<file path="src/rtl/lsu_dmem_master.sv">
// lsu_dmem_master: load/store initiator for a data memory with 1-cycle registered read
module lsu_dmem_master #(
  parameter int ADD_WIDTH = 18
) (
  input  logic        clk,
  input  logic        reset,
  input  logic        req_valid,
  output logic        req_ready,
  input  logic        req_we,
  input  logic [2:0]  req_funct3,
  input  logic [31:0] req_addr,
  input  logic [31:0] req_wdata,
  output logic        resp_valid,
  input  logic        resp_ready,
  output logic [31:0] resp_rdata,
  output logic        resp_err,
  output logic [31:0] mem_add,
  output logic [3:0]  mem_wen,
  output logic [31:0] mem_wdata,
  input  logic [31:0] mem_rdata
);
  typedef enum logic [1:0] {IDLE, RD_WAIT, RESP} state_t;
  state_t state, state_nx;
  logic [31:0] addr_q, ld_c;
  logic [1:0]  off_q, o;
  logic [2:0]  f3_q;
  logic        accept, is_h, is_w, f3_ok, err, st_ok;
  logic [7:0]  ld_b;
  logic [15:0] ld_h;
  assign o          = req_addr[1:0];
  assign req_ready  = reset & (state == IDLE);
  assign accept     = req_valid & req_ready;
  assign resp_valid = state == RESP;
  assign mem_add    = !reset ? 32'h0 : (state == IDLE ? req_addr : addr_q);
  always_comb begin
    is_h  = req_funct3[1:0] == 2'b01;
    is_w  = req_funct3[1:0] == 2'b10;
    f3_ok = req_funct3[1:0] != 2'b11 && (req_we ? !req_funct3[2] : req_funct3 != 3'b110);
    err   = !f3_ok | (is_h & o[0]) | (is_w & |o) | (|req_addr[31:ADD_WIDTH]);
    st_ok = accept & req_we & !err;
    mem_wen   = !st_ok ? 4'h0 : is_w ? 4'hf : is_h ? 4'b0011 << o : 4'b0001 << o;
    mem_wdata = !st_ok ? 32'h0 : is_w ? req_wdata : is_h ? {2{req_wdata[15:0]}} : {4{req_wdata[7:0]}};
  end
  // Load lane select uses the offset/width captured at accept; funct3[2] marks zero-extension.
  always_comb begin
    ld_b = mem_rdata[{off_q, 3'b000} +: 8];
    ld_h = off_q[1] ? mem_rdata[31:16] : mem_rdata[15:0];
    ld_c = f3_q[1] ? mem_rdata :
           f3_q[0] ? {{16{!f3_q[2] & ld_h[15]}}, ld_h} : {{24{!f3_q[2] & ld_b[7]}}, ld_b};
  end
  always_comb begin
    state_nx = state;
    if (state == IDLE && accept) state_nx = (err | req_we) ? RESP : RD_WAIT;
    else if (state == RD_WAIT)   state_nx = RESP;
    else if (state == RESP && resp_ready) state_nx = IDLE;
  end
  always_ff @(posedge clk or negedge reset) begin
    if (!reset) begin
      state      <= IDLE;
      addr_q     <= 32'h0;
      off_q      <= 2'b00;
      f3_q       <= 3'b000;
      resp_rdata <= 32'h0;
      resp_err   <= 1'b0;
    end else begin
      state <= state_nx;
      if (accept) begin
        addr_q     <= req_addr;
        off_q      <= o;
        f3_q       <= req_funct3;
        resp_rdata <= 32'h0;
        resp_err   <= err;
      end
      if (state == RD_WAIT) resp_rdata <= ld_c;
    end
  end
endmodule

</file>
<file path="config.mk">
export PLATFORM = sky130hd
export DESIGN_NAME = lsu_dmem_master
export DESIGN_NICKNAME = d
export VERILOG_FILES = /design/src/rtl/lsu_dmem_master.sv
export SDC_FILE = /design/constraint.sdc
export NUM_CORES = 1
export LEC_CHECK = 0
export CAP_MARGIN = 15
export CORE_MARGIN = 8
export CORE_UTILIZATION = 43
export CTS_BUF_LIST = sky130_fd_sc_hd__clkbuf_2
export DETAILED_ROUTE_END_ITERATION = 8
export PLACE_DENSITY = 0.84
export SETUP_SLACK_MARGIN = 0.1
export SKIP_CTS_REPAIR_TIMING = 1
export SYNTH_ARGS = -nofsm -noshare
export SYNTH_HDL_FRONTEND = slang
export SYNTH_SLANG_ARGS = --single-unit
export TNS_END_PERCENT = 20
</file>
<file path="constraint.sdc">
create_clock -name clk -period 2.6 [get_ports clk]
set_input_delay 0.26 -clock clk [delete_from_list [all_inputs] [get_ports clk]]
set_output_delay 0.26 -clock clk [all_outputs]
set_load 0.02 [all_outputs]
</file>
==> results.toml <==
[run_status]
status = "finished, violations left"
violations = "negative setup slack"

[global_route]
overflow = 0
antenna_found_initial = 0
grt_max_degree = 78
grt_pass1_wl_microns = 25000
groute.usage.overall_pct = 23.2
grt_pass1_vias = 4801

[route]
drt-wirelength-per-cell_microns = 19.1
dr_total_vias = 4915
drt-initial-drc-count = 350
first_pass_iters = 5
ant_nets = 0
drc = 0
routed_wl_microns = 17200
viasPerCell = 5.49

[synthesis]
ys_seq_elements = 70
synth_cell_types = 41
synthMostInstantiatedCell = "nand2_1"
synth-edff-count = 0
netlist_top_cells_count = "202 x nand2_1, 70 x dfrtp_1, 32 x a21boi_0, 32 x clkbuf_1, 28 x nor2_1"
synth_warnings = 0
yosysTopAreaCellShare_pct = 40.4
ys_top_cells_by_area = "dfrtp_1 40%, nand2_1 17%, a21boi_0 5.5%, a221o_1 5.3%, mux2i_1 4.4%"
synth_nets = 647
synth_top_area_cell = "dfrtp_1"
ys_seq_area_share_pct = 40.4
synth-async-reset-ratio_pct = 100
netlist_instances = 543
synth.avg_cell_area_sq_um = 7.99
synth-main-ff-cell = "dfrtp_1"
synth_area_sq_um = 4340

[pwr]
powerDensity_nw_per_um2 = 405
report.power.total_w = 0.00290
p_leak_nw = 3.72
ir_worst_vdd_mv = 0.326

[cts]
cts_root_buf = "clkbuf_2"
clockBufferDepth = 2
cts_buffers = 9
cts.sinks = 70
tritoncts = "done"
clk_latency_ns = 0.47
clkTransAtPathRegs_ns = 0.20
cts.htree.levels = 3

[layout]
drive_gt1_share_pct = 17.8
final_util_pct = 73.3
synthToLayoutAreaGrowth_pct = 65.2
antennaDiodeCount = 0
nets = 863

[worst_setup_path]
path_cells = "clkdlybuf4s50_1 -> nor4_4 -> nand4_1 -> or4_4 -> clkbuf_16 -> a211oi_2 -> buf_4"
worstPathRequired_ns = 2.34
r2r_start = "addr_q[1]"
critPathArrivalTime_ns = 2.47
cpMaxStageDelayCell = "or4_4"
reg2regPathDepth = 4
critPathTopFamily = "simple AND/OR/NAND/NOR gates"
crit_start = "req_addr[31]"
path_class = "in -> out"
slowest_delay_ns = 0.68
crit_buf_inv = 3
r2r_setup_slack_ns = 0.59
cp.depth = 7
start_kind = "primary input"
critPathMaxFanout = 12
cp-end-kind = "output port"

[timing]
layout_min_cycle_time_ns = 2.73
relSlewSlack_pct = 57.3
skew_ns = 0.0267
finalMaxSlewViolations = 0
fmax_mhz = 367
tightest_slew_ns = 0.624
setup_violations = 30
timing.hold.ws_ns = 0.0700
fin_crit_sh_pct = 105
setup_slack_ns = -0.126
hold_viol = 0
rsz0062_at_grt = "yes"

[floorplan]
die_w_microns = 116
ios = 207
rows = 36
core_sq_um = 9770
initial_utilization_pct = 44.4
dieHeight_microns = 116
die_area_sq_um = 13600

[min_path]
min_from = "req_addr[25]"
hold_depth = 3
min_path_type = "in -> reg"

[placed_design]
routabilityCongestion = 0.930
dp_hpwl_microns = 12500
io_buffers = 206
dp_slack_ns = -0.738

[flow_run]
maxCapViolations = 0
==> per-layer routing <==
layer	global-route usage (%)	up-vias	wire, microns
met5	0	-	0
li1	-	2295	-
met3	7.08	26	1410
met1	28.6	2378	6930
met4	5.53	0	344
met2	38.8	216	8470
==> power by group <==
group          switching (W)  internal [W]  leakage, nW  total [W]
combinational       0.000480      0.000424         2.72   0.000905
clock               0.000391      0.000321       0.0796   0.000712
sequential         0.0000867       0.00120        0.920    0.00128
==> area by class of cell <==
type,instances,area (sq um)
Clock inverter,4,72.6
Multi-Input combinational cell,419,2500
Tap cell,133,166
Fill cell,722,2610
Sequential cell,70,1750
Clock buffer,11,55.1
Inverter,10,37.5
Timing Repair Buffer,249,2580
==> cell families (layout without fill, tap and decap cells) <==
family	count (synthesis)	in the layout	synth area share, %
simple gates	264	264	25.0
mux	20	20	4.64
buf+inv	54	274	5.62
flops	70	70	40.4
compound gates	135	135	24.3
==> worst register-to-register path: stages, from the launching register on <==
cell and delay (ns):
dfrtp_1 0.66, mux2i_1 0.15, a211oi_1 0.29, and3b_1 0.63, a221o_1 0.23
==> flip-flops by register name (all words and copies together) (netlist names) <==
signal / flops
addr_q: 32
state: 2
f3_q: 3
resp_err: 1
resp_rdata: 32
==> worst paths after layout <==
kind	endpoint
min	addr_q[25]
max	mem_wdata[27]
min reg2reg	addr_q[27]
max in group asynchronous	resp_rdata[6]
min in group asynchronous	addr_q[31]
max reg2reg	resp_rdata[29]
==> cell usage in the layout, fill, tap and decap left out, drive strengths merged, types with 10 or more instances in the layout <==
cell	count
clkdlybuf4s50	129
clkbuf	16
dfrtp	70
a21boi	32
nand2	202
inv	10
buf	75
a221o	23
nor2	28
o21ai	15
a211oi	24
mux2i	19
a21oi	24
dlymetal6s2s	40
==> metrics by stage <==
stage | setup TNS, ns | area [sq um] | cells
3_5_place_dp | -22.80 | 6690 | 875
2_1_floorplan | 0 | 4340 | 543
4_1_cts | -26.63 | 6820 | 890
5_1_grt | -3.58 | 7170 | 896
6_report | -1.19 | 7170 | 896
3_3_place_gp | -21.50 | 6690 | 875
(Power assumes the default switching activity.)
